--- src/rtl/bypass_select_ctrl_if.sv ---
// Bypass select interface: producer tags and consumer source tags in, registered select out.
// master drives the tags/control; slave (bypass_select_ctrl) returns the per-operand select.
interface bypass_select_ctrl_if #(
    parameter int unsigned INT_LANES = 2,
    parameter int unsigned MEM_LANES = 2,
    parameter int unsigned CONSUMERS = 4,
    parameter int unsigned PREG_W    = 7,
    parameter int unsigned LANE_W    = 1
) ();
    logic                          stall;
    logic                          clear;
    logic [INT_LANES-1:0]          int_dst_valid;
    logic [INT_LANES*PREG_W-1:0]   int_dst_preg;
    logic [MEM_LANES-1:0]          mem_dst_valid;
    logic [MEM_LANES*PREG_W-1:0]   mem_dst_preg;
    logic [CONSUMERS-1:0]          src_valid;
    logic [CONSUMERS*PREG_W-1:0]   src_preg;
    logic [CONSUMERS*3-1:0]        sel_stg;
    logic [CONSUMERS*LANE_W-1:0]   sel_lane;
    logic [CONSUMERS-1:0]          sel_hit;

    modport master (
        output stall, clear, int_dst_valid, int_dst_preg, mem_dst_valid, mem_dst_preg,
               src_valid, src_preg,
        input  sel_stg, sel_lane, sel_hit
    );

    modport slave (
        input  stall, clear, int_dst_valid, int_dst_preg, mem_dst_valid, mem_dst_preg,
               src_valid, src_preg,
        output sel_stg, sel_lane, sel_hit
    );
endinterface

--- src/rtl/bypass_select_ctrl.sv ---
// Bypass select control: tracks producer tags through EX/MA and emits a registered per-operand
// {stg, lane} select. Optional hit counter enabled by defining BYPASS_CTRL_PERF_EN.
module bypass_select_ctrl #(
    parameter int unsigned INT_LANES = 2,
    parameter int unsigned MEM_LANES = 2,
    parameter int unsigned CONSUMERS = 4,
    parameter int unsigned PREG_W    = 7,
    parameter int unsigned LANE_W    = 1
) (
    input  logic                clk,
    input  logic                rst,
    bypass_select_ctrl_if.slave bus
`ifdef BYPASS_CTRL_PERF_EN
    ,
    output logic [31:0]         perf_hit_count
`endif
);
    localparam logic [2:0] StgNone  = 3'd0;
    localparam logic [2:0] StgIntEx = 3'd1;
    localparam logic [2:0] StgIntWb = 3'd2;
    localparam logic [2:0] StgMemMa = 3'd3;
    localparam logic [2:0] StgMemWb = 3'd4;

    // WB tags are never compared, so only the EX/MA stage of each tag pipe is stored.
    logic [INT_LANES-1:0]        ex_valid_q, ex_valid_d;
    logic [INT_LANES*PREG_W-1:0] ex_preg_q, ex_preg_d;
    logic [MEM_LANES-1:0]        ma_valid_q, ma_valid_d;
    logic [MEM_LANES*PREG_W-1:0] ma_preg_q, ma_preg_d;

    logic [CONSUMERS*3-1:0]      sel_stg_q, sel_stg_d;
    logic [CONSUMERS*LANE_W-1:0] sel_lane_q, sel_lane_d;
    logic [CONSUMERS-1:0]        sel_hit_q, sel_hit_d;

    logic [CONSUMERS*3-1:0]      cmp_stg;
    logic [CONSUMERS*LANE_W-1:0] cmp_lane;
    logic [CONSUMERS-1:0]        cmp_hit;

    // Scan producers youngest first; the first match per operand wins.
    always_comb begin
        cmp_stg  = '0;
        cmp_lane = '0;
        cmp_hit  = '0;
        for (int c = 0; c < CONSUMERS; c++) begin
            if (bus.src_valid[c]) begin
                for (int i = 0; i < INT_LANES; i++) begin
                    if (!cmp_hit[c] && bus.int_dst_valid[i] &&
                        bus.int_dst_preg[i*PREG_W +: PREG_W] == bus.src_preg[c*PREG_W +: PREG_W]) begin
                        cmp_hit[c]                  = 1'b1;
                        cmp_stg[c*3 +: 3]           = StgIntEx;
                        cmp_lane[c*LANE_W +: LANE_W] = LANE_W'(i);
                    end
                end
                for (int i = 0; i < MEM_LANES; i++) begin
                    if (!cmp_hit[c] && bus.mem_dst_valid[i] &&
                        bus.mem_dst_preg[i*PREG_W +: PREG_W] == bus.src_preg[c*PREG_W +: PREG_W]) begin
                        cmp_hit[c]                  = 1'b1;
                        cmp_stg[c*3 +: 3]           = StgMemMa;
                        cmp_lane[c*LANE_W +: LANE_W] = LANE_W'(i);
                    end
                end
                for (int i = 0; i < INT_LANES; i++) begin
                    if (!cmp_hit[c] && ex_valid_q[i] &&
                        ex_preg_q[i*PREG_W +: PREG_W] == bus.src_preg[c*PREG_W +: PREG_W]) begin
                        cmp_hit[c]                  = 1'b1;
                        cmp_stg[c*3 +: 3]           = StgIntWb;
                        cmp_lane[c*LANE_W +: LANE_W] = LANE_W'(i);
                    end
                end
                for (int i = 0; i < MEM_LANES; i++) begin
                    if (!cmp_hit[c] && ma_valid_q[i] &&
                        ma_preg_q[i*PREG_W +: PREG_W] == bus.src_preg[c*PREG_W +: PREG_W]) begin
                        cmp_hit[c]                  = 1'b1;
                        cmp_stg[c*3 +: 3]           = StgMemWb;
                        cmp_lane[c*LANE_W +: LANE_W] = LANE_W'(i);
                    end
                end
            end
        end
    end

    // clear dominates stall; tag values may stay stale once their valid drops.
    always_comb begin
        ex_valid_d = ex_valid_q;
        ex_preg_d  = ex_preg_q;
        ma_valid_d = ma_valid_q;
        ma_preg_d  = ma_preg_q;
        sel_stg_d  = sel_stg_q;
        sel_lane_d = sel_lane_q;
        sel_hit_d  = sel_hit_q;
        if (bus.clear) begin
            ex_valid_d = '0;
            ma_valid_d = '0;
            sel_stg_d  = '0;
            sel_lane_d = '0;
            sel_hit_d  = '0;
        end else if (!bus.stall) begin
            ex_valid_d = bus.int_dst_valid;
            ex_preg_d  = bus.int_dst_preg;
            ma_valid_d = bus.mem_dst_valid;
            ma_preg_d  = bus.mem_dst_preg;
            sel_stg_d  = cmp_stg;
            sel_lane_d = cmp_lane;
            sel_hit_d  = cmp_hit;
        end
    end

    always_ff @(posedge clk) begin
        if (rst) begin
            ex_valid_q <= '0;
            ex_preg_q  <= '0;
            ma_valid_q <= '0;
            ma_preg_q  <= '0;
            sel_stg_q  <= '0;
            sel_lane_q <= '0;
            sel_hit_q  <= '0;
        end else begin
            ex_valid_q <= ex_valid_d;
            ex_preg_q  <= ex_preg_d;
            ma_valid_q <= ma_valid_d;
            ma_preg_q  <= ma_preg_d;
            sel_stg_q  <= sel_stg_d;
            sel_lane_q <= sel_lane_d;
            sel_hit_q  <= sel_hit_d;
        end
    end

    assign bus.sel_stg  = sel_stg_q;
    assign bus.sel_lane = sel_lane_q;
    assign bus.sel_hit  = sel_hit_q;

`ifdef BYPASS_CTRL_PERF_EN
    logic [31:0] perf_q, perf_d;

    always_comb begin
        perf_d = perf_q;
        if (!bus.clear && !bus.stall) begin
            perf_d = perf_q + 32'($countones(cmp_hit));
        end
    end

    always_ff @(posedge clk) begin
        if (rst) begin
            perf_q <= '0;
        end else begin
            perf_q <= perf_d;
        end
    end

    assign perf_hit_count = perf_q;
`endif
endmodule
--- src/flat_wrapper.sv ---
// flat-port wrapper written by rule: the top's interface ports become plain ports
module bypass_select_ctrl_flat 
#(
    parameter int unsigned INT_LANES = 2,
    parameter int unsigned MEM_LANES = 2,
    parameter int unsigned CONSUMERS = 4,
    parameter int unsigned PREG_W    = 7,
    parameter int unsigned LANE_W    = 1
)
  (clk, rst, bus_stall, bus_clear, bus_int_dst_valid, bus_int_dst_preg, bus_mem_dst_valid, bus_mem_dst_preg, bus_src_valid, bus_src_preg, bus_sel_stg, bus_sel_lane, bus_sel_hit);
  bypass_select_ctrl_if #(.INT_LANES(INT_LANES), .MEM_LANES(MEM_LANES), .CONSUMERS(CONSUMERS), .PREG_W(PREG_W), .LANE_W(LANE_W)) bus_i ();
  input  logic clk;
  input  logic rst;
  input wire logic [$bits(bus_i.stall)-1:0] bus_stall;
  input wire logic [$bits(bus_i.clear)-1:0] bus_clear;
  input wire logic [$bits(bus_i.int_dst_valid)-1:0] bus_int_dst_valid;
  input wire logic [$bits(bus_i.int_dst_preg)-1:0] bus_int_dst_preg;
  input wire logic [$bits(bus_i.mem_dst_valid)-1:0] bus_mem_dst_valid;
  input wire logic [$bits(bus_i.mem_dst_preg)-1:0] bus_mem_dst_preg;
  input wire logic [$bits(bus_i.src_valid)-1:0] bus_src_valid;
  input wire logic [$bits(bus_i.src_preg)-1:0] bus_src_preg;
  output wire logic [$bits(bus_i.sel_stg)-1:0] bus_sel_stg;
  output wire logic [$bits(bus_i.sel_lane)-1:0] bus_sel_lane;
  output wire logic [$bits(bus_i.sel_hit)-1:0] bus_sel_hit;
  assign bus_i.stall = bus_stall;
  assign bus_i.clear = bus_clear;
  assign bus_i.int_dst_valid = bus_int_dst_valid;
  assign bus_i.int_dst_preg = bus_int_dst_preg;
  assign bus_i.mem_dst_valid = bus_mem_dst_valid;
  assign bus_i.mem_dst_preg = bus_mem_dst_preg;
  assign bus_i.src_valid = bus_src_valid;
  assign bus_i.src_preg = bus_src_preg;
  assign bus_sel_stg = bus_i.sel_stg;
  assign bus_sel_lane = bus_i.sel_lane;
  assign bus_sel_hit = bus_i.sel_hit;
  bypass_select_ctrl #(.INT_LANES(INT_LANES), .MEM_LANES(MEM_LANES), .CONSUMERS(CONSUMERS), .PREG_W(PREG_W), .LANE_W(LANE_W)) u_core (.clk(clk), .rst(rst), .bus(bus_i));
endmodule
--- config.mk ---
export PLATFORM = sky130hd
export DESIGN_NAME = bypass_select_ctrl_flat
export DESIGN_NICKNAME = d
export VERILOG_FILES = /design/src/rtl/bypass_select_ctrl_if.sv /design/src/rtl/bypass_select_ctrl.sv /design/src/flat_wrapper.sv
export SDC_FILE = /design/constraint.sdc
export NUM_CORES = 1
export LEC_CHECK = 0
export CORE_ASPECT_RATIO = 0.9
export CORE_UTILIZATION = 49
export DETAILED_ROUTE_END_ITERATION = 8
export GPL_ROUTABILITY_DRIVEN = 0
export PLACE_DENSITY = 0.8
export SLEW_MARGIN = 10
export SYNTH_ARGS = -nofsm -noshare
export SYNTH_HDL_FRONTEND = slang
export SYNTH_SLANG_ARGS = --single-unit
export TNS_END_PERCENT = 100
--- constraint.sdc ---
create_clock -name clk -period 1.9 [get_ports clk]
set_input_delay 0.38 -clock clk [delete_from_list [all_inputs] [get_ports clk]]
set_output_delay 0.38 -clock clk [all_outputs]
set_load 0.02 [all_outputs]
## Yosys cells after proc, flatten, opt, wreduce, memory -nomap -nowiden

Index checks and enable logic that the tools add are counted.

- Register bits: 52
- Logic and storage cells: 263
- Output and inout port bits: 20
- Bits of input ports: 68

- Eq/ne operators: 32
- Bitwise operators: 2
- Reductions and logical operators: 90
- Muxes and demuxes: 132

Operator list:

| kind | count |
|---|---|
| equality test 7 bit | 32 |
| two-way mux 1 bit | 104 |
| logical AND 1 bit | 60 |
| two-way mux 3 bit | 12 |
| two-way mux 2 bit | 16 |
| logical NOT 1 bit | 28 |
| inverter 1 bit | 2 |
| AND reduction 2 bit | 1 |
| OR reduction 2 bit | 1 |

## Longest topological paths before layout

- Depth after elaboration: 39
- Depth in mapped cells: 7
- Depth with buffers taken out: 6

## Worst setup path after synthesis

No wires, ideal clock.

- Path kind: input-to-reg
- From: input bus_mem_dst_preg[6]
- To: register u_core.sel_stg_q[1], in the netlist u_core.bus.sel_stg[1]
- Data required time: 1830 ps
- Arrival: 1978 ps
- Setup slack: -148 ps
- Cell stages on the path: 7
- Path buffers: 1
- Library setup time: 70 ps
- Cell sequence: buf_2 -> xor2_1 -> or4_1 -> nor2_2 -> nor4_1 -> or4b_1 -> a21oi_1

- Cells in the longest elaborated chain, start to end: 29
- Elaborated cells between the ends (all ways): 34
- Those cells by class: eq/ne: 1; mux: 17; reduce/logical: 16

Ends and longest elaborated chain:

| item | RTL line | text |
|---|---|---|
| from (decl) | flat_wrapper.sv:19 | `input wire logic [$bits(bus_i.mem_dst_preg)-1:0] bus_mem_dst_preg;` |
| equality test 7 bit (*) | bypass_select_ctrl.sv:55 | `bus.mem_dst_preg[i*PREG_W +: PREG_W] == bus.src_preg[c*PREG_W +: PREG_W]) begin` |
| logical AND 1 bit (*) | bypass_select_ctrl.sv:54 | `if (!cmp_hit[c] && bus.mem_dst_valid[i] &&` |
| two-way mux 1 bit | bypass_select_ctrl.sv:54 |  |
| two-way mux 1 bit | bypass_select_ctrl.sv:44 | `if (bus.src_valid[c]) begin` |
| logical NOT 1 bit | bypass_select_ctrl.sv:54 |  |
| logical AND 1 bit (2 in series) | bypass_select_ctrl.sv:54 |  |
| two-way mux 1 bit | bypass_select_ctrl.sv:54 |  |
| two-way mux 1 bit | bypass_select_ctrl.sv:44 |  |
| (+10 left out) | -- |  |
| logical NOT 1 bit | bypass_select_ctrl.sv:70 | `if (!cmp_hit[c] && ma_valid_q[i] &&` |
| logical AND 1 bit (2 in series) | bypass_select_ctrl.sv:70 |  |
| two-way mux 1 bit | bypass_select_ctrl.sv:70 |  |
| two-way mux 1 bit | bypass_select_ctrl.sv:44 |  |
| logical NOT 1 bit | bypass_select_ctrl.sv:70 |  |
| logical AND 1 bit (2 in series) | bypass_select_ctrl.sv:70 |  |
| two-way mux 3 bit (*) | bypass_select_ctrl.sv:70 |  |
| two-way mux 3 bit (*) | bypass_select_ctrl.sv:44 |  |
| to (signal assigned) | bypass_select_ctrl.sv:121 | `sel_stg_q <= sel_stg_d;` |
| to (decl) | bypass_select_ctrl.sv:30 | `logic [CONSUMERS*3-1:0] sel_stg_q, sel_stg_d;` |

Every way passes the cells marked *; elsewhere a longest branch is shown, timed or not. The select of a mux whose other input is x is not followed.
A chain may end at the register's enable or synchronous reset.

## Final worst setup path

- From: input bus_src_preg[26]
- To: register u_core.sel_stg_q[11], in the netlist u_core.bus.sel_stg[11]

- Cells in the longest elaborated chain, start to end: 39
- Elaborated cells between the ends (all ways): 47
- Those cells by class: eq/ne: 8; mux: 17; reduce/logical: 22

Ends and longest elaborated chain:

| item | RTL line | text |
|---|---|---|
| from (decl) | flat_wrapper.sv:21 | `input wire logic [$bits(bus_i.src_preg)-1:0] bus_src_preg;` |
| equality test 7 bit | bypass_select_ctrl.sv:47 | `bus.int_dst_preg[i*PREG_W +: PREG_W] == bus.src_preg[c*PREG_W +: PREG_W]) begin` |
| logical AND 1 bit | bypass_select_ctrl.sv:46 | `if (!cmp_hit[c] && bus.int_dst_valid[i] &&` |
| two-way mux 1 bit | bypass_select_ctrl.sv:46 |  |
| two-way mux 1 bit | bypass_select_ctrl.sv:44 |  |
| logical NOT 1 bit | bypass_select_ctrl.sv:46 |  |
| logical AND 1 bit (2 in series) | bypass_select_ctrl.sv:46 |  |
| two-way mux 1 bit | bypass_select_ctrl.sv:46 |  |
| two-way mux 1 bit | bypass_select_ctrl.sv:44 |  |
| (+20 left out) | -- |  |
| logical NOT 1 bit | bypass_select_ctrl.sv:70 |  |
| logical AND 1 bit (2 in series) | bypass_select_ctrl.sv:70 |  |
| two-way mux 1 bit | bypass_select_ctrl.sv:70 |  |
| two-way mux 1 bit | bypass_select_ctrl.sv:44 |  |
| logical NOT 1 bit | bypass_select_ctrl.sv:70 |  |
| logical AND 1 bit (2 in series) | bypass_select_ctrl.sv:70 |  |
| two-way mux 3 bit (*) | bypass_select_ctrl.sv:70 |  |
| two-way mux 3 bit (*) | bypass_select_ctrl.sv:44 |  |

Marked as above.

==> summary.md <==
| Metric | Value |
|---|---|
| Status | `finished with violations` |
| Failing checks | `setup timing` |
| Initial Util | `51.5%` |
| Area Overhead vs Synth | `53.4%` |
| DRC viols | `0` |
| Cell Int Power | `0.00232 W` |
| Leakage dissipation | `3.08 nW` |
| CP startpoint | `bus_src_preg[26]` |
| First-pass GRT wire length | `33400 um` |
| N_diodes | `0` |
| Reg2Reg Launch Point | `u_core.ma_preg_q[2]$_SDFFE_PP0P_` |
| Vias in the first global route | `6239` |
| Max Used Layer | `met4` |
| Detailed Place HPWL | `15700 um` |
| Placement Rows | `34` |
| CTS tree | `built` |
| Req. time, crit path | `2150 ps` |
| Slew HR | `57.7%` |
| Final #Nets | `921` |
| Port buffer count | `87` |
| Pwr dens | `473 mW/mm^2` |
| Startpoint types | `primary input` |
| Grt total ovfl | `0` |
| DRT iter0 DRCs | `1194` |
| Post-Route M1 WL | `8610 um` |
| Post-Syn Area | `0.00508 mm^2` |
| WL met3 | `4430 um` |
| Detailed-route wire length per cell | `27.0 um` |
| Avg Synthesized Cell Area | `7.49 um^2` |
| Worst setup margin | `-324 ps` |
| Multi-input gate area in the final layout | `0.00409 mm^2` |
| Die height | `98.6 um` |
| WP data arrival | `2480 ps` |
| HP Start | `u_core.bus.sel_hit[3]$_SDFFE_PP0N_` |
| Placed standard-cell area | `0.00688 mm^2` |
| Fill cells | `580` |
| Max cap viols | `0` |
| Clock-pin slew on the worst setup and hold paths | `80 ps` |
| Sequential area share after synthesis | `20.5%` |
| Overall Power | `0.00369 W` |
| CP max FO | `6` |
| Fin cells | `980` |
| Sw frac | `37.1%` |
| Ys Warns | `0` |
| Tcrit/Tclk final | `117%` |
| Vias after detailed routing | `6758` |
| Syn Nets | `747` |
| Seq pwr share | `32.2%` |
| GRT Overall Usage | `41.9%` |
| Cts bufs inserted | `5` |
| Core Area | `0.00987 mm^2` |
| Worst-Margin Slew | `630 ps` |
| Die Area | `0.0108 mm^2` |
| I/O pin cnt | `88` |
| VDD IR max | `0.355 mV` |
| Yosys cell types | `47` |
| Initial antenna violation count | `0` |
| RSZ-0062 raised after global routing | `yes` |
| # setup viols final | `12` |
| Share of layout cells above drive strength 1 | `33.6%` |
| H-tree depth | `2` |
| Gate power share | `40.7%` |
| Final Hold Vio Count | `0` |
| Register area | `0.00107 mm^2` |
| Syn Inst Count | `679` |
| Setup crit end kind | `register` |
| Max-slew violations | `0` |
| Router iterations before antenna repair | `6` |
| Final ANT Viol Nets | `0` |
| Root Driver | `clkbuf_16` |
| Setup_tns | `-1370 ps` |
| Crit Path Category | `in -> reg` |
| Clock power frac | `27.1%` |
| Vias per cell | `6.90` |
| Fmax | `450 MHz` |
| Worst hold path type | `reg -> reg` |
| Period minus WS final | `2220 ps` |
| WL met2 | `10600 um` |
| Post-Place Cells | `947` |
| Net Switching | `0.00137 W` |
| Largest net degree at the start of global routing | `29` |
| Fin area | `0.00780 mm^2` |
| Hold buffers post-CTS | `0` |
| Clk buf depth | `2` |
| Clk_lat worst skew | `320 ps` |
| Die Wd | `109 um` |
| Final WL | `26400 um` |
| Final Skew | `7.49 ps` |
| CTS Sinks | `52` |
| Yosys reg bits | `52` |
## what timing repair did
item / in CTS / in global routing
buffers inserted: 15 / 13
gates resized for setup: 131 / 106
pin swaps: 32 / 50
endpoints found under the setup margin: 20 / 19
## flip-flops by register name (all words and copies together), names as in the netlist
name / flops
u_core.ma_preg_q: 14
u_core.ex_valid_q: 2
u_core.bus.sel_stg: 12
u_core.bus.sel_lane: 4
u_core.bus.sel_hit: 4
u_core.ex_preg_q: 14
u_core.ma_valid_q: 2
## layer usage
metal  track usage, %  vias to the layer above
met3             15.2                      331
met5                0                        -
met4             31.9                        0
met1             48.8                     3036
li1                 -                     2579
met2             62.1                      812
## metrics by stage
step | util, % | hold slack [ps] | setup WS [ps]
6_report | 79.0 | 459 | -324
5_1_grt | 79.0 | 472 | -519
4_1_cts | 74.8 | 463 | -41.4
3_5_place_dp | 69.7 | 446 | -689
3_3_place_gp | 69.7 | 438 | -595
2_1_floorplan | - | 524 | -93.8
## critical path, cell delays in order
cell and delay, ps:
clkdlybuf4s15_1 170, buf_6 160, buf_4 150, xor2_1 150
nor4_2 550, nand4_1 330, a21oi_1 250, nand4b_1 170
a21oi_1 170
## cells in the mapped netlist, drive strengths merged
| library cell | number | area, um^2 |
|---|---|---|
| a32o | 4 | 40.0 |
| nand4bb | 1 | 11.3 |
| nor4b | 2 | 17.5 |
| o21ai | 4 | 20.0 |
| a211o | 2 | 17.5 |
| a31oi | 2 | 12.5 |
| o2111a | 1 | 11.3 |
| nor4 | 10 | 62.6 |
| and3 | 1 | 6.26 |
| a21o | 3 | 22.5 |
| buf | 34 | 185 |
| a211oi | 1 | 7.51 |
| or2 | 3 | 18.8 |
| and4b | 2 | 20.0 |
| nand4 | 60 | 375 |
| or4 | 3 | 22.5 |
| or4b | 2 | 20.0 |
| o21bai | 1 | 7.51 |
| nor3b | 1 | 7.51 |
| mux2i | 4 | 40.0 |
| inv | 2 | 7.51 |
| xnor2 | 177 | 1550 |
| o31ai | 1 | 7.51 |
| nor2b | 3 | 18.8 |
| o22a | 1 | 8.76 |
| dfxtp | 52 | 1040 |
| nand4b | 5 | 43.8 |
| a41oi | 3 | 33.8 |
| o41ai | 2 | 17.5 |
| and2 | 5 | 31.3 |
| nand3 | 2 | 10.0 |
| clkbuf | 64 | 240 |
| xor2 | 47 | 412 |
| nand2 | 75 | 282 |
| nor3 | 2 | 10.0 |
| a21oi | 43 | 215 |
| nand3b | 1 | 7.51 |
| o211ai | 1 | 7.51 |
| o22ai | 1 | 6.26 |
| and4 | 1 | 8.76 |
| o21a | 2 | 15.0 |
| nor2 | 48 | 183 |
## layout by cell type (no fill, tap or decap), types with 5 or more instances in the layout
master / instances
xnor2_1: 154
buf_4: 146
nand2_1: 75
nand4_1: 60
xor2_1: 41
a21oi_1: 40
dfxtp_1: 40
nor2_1: 32
clkdlybuf4s50_1: 31
buf_6: 30
xnor2_2: 20
dlygate4sd2_1: 17
dlymetal6s2s_1: 17
clkbuf_2: 10
nor2_2: 9
dfxtp_2: 8
nor2_4: 7
xor2_2: 6
and2_1: 5
nor4_2: 5
nand4b_1: 5
clkbuf_16: 5
## final cells by class
| cell class | instances | area share (%) |
|---|---|---|
| flip-flops and latches | 52 | 13.7 |
| well taps | 126 | 2.02 |
| inverters | 2 | 0.0963 |
| clock buffers | 5 | 1.60 |
| multi-input cells | 527 | 52.5 |
| repair buffers | 265 | 29.8 |
| clock inverters | 3 | 0.289 |
## worst paths after layout
| kind | cells after the start | slack (ps) | to |
|---|---|---|---|
| worst min register to register | 1 | 460 | u_core.bus.sel_hit[3]$_SDFFE_PP0N_ |
| worst max-delay path | 9 | -320 | u_core.bus.sel_stg[11]$_SDFFE_PP0N_ |
| worst min-delay path | 1 | 460 | u_core.bus.sel_hit[3]$_SDFFE_PP0N_ |
| worst max register to register | 6 | -320 | u_core.bus.sel_stg[11]$_SDFFE_PP0N_ |
## cells by family (layout without fill, tap and decap cells)
family	Yosys count	after routing	synth area share [%]
AND/OR/NAND/NOR	227	227	22.7
flip-flops	52	52	20.5
XOR/XNOR	224	224	38.6
AO/OA/AOI/OAI	72	72	8.86
buffers and inverters	100	275	8.52
multiplexers	4	4	0.788
## power groups by stage
stage                     Clock (W)  Combinational (W)  Sequential (W)
final                      0.000999            0.00150         0.00119
after floorplan                   0           0.000746         0.00115
after detailed placement          0            0.00121         0.00120
after global placement            0            0.00117         0.00120
after global routing        0.00102            0.00153         0.00118
after CTS                  0.000967            0.00127         0.00118
Power figures use the tool's default switching activity.
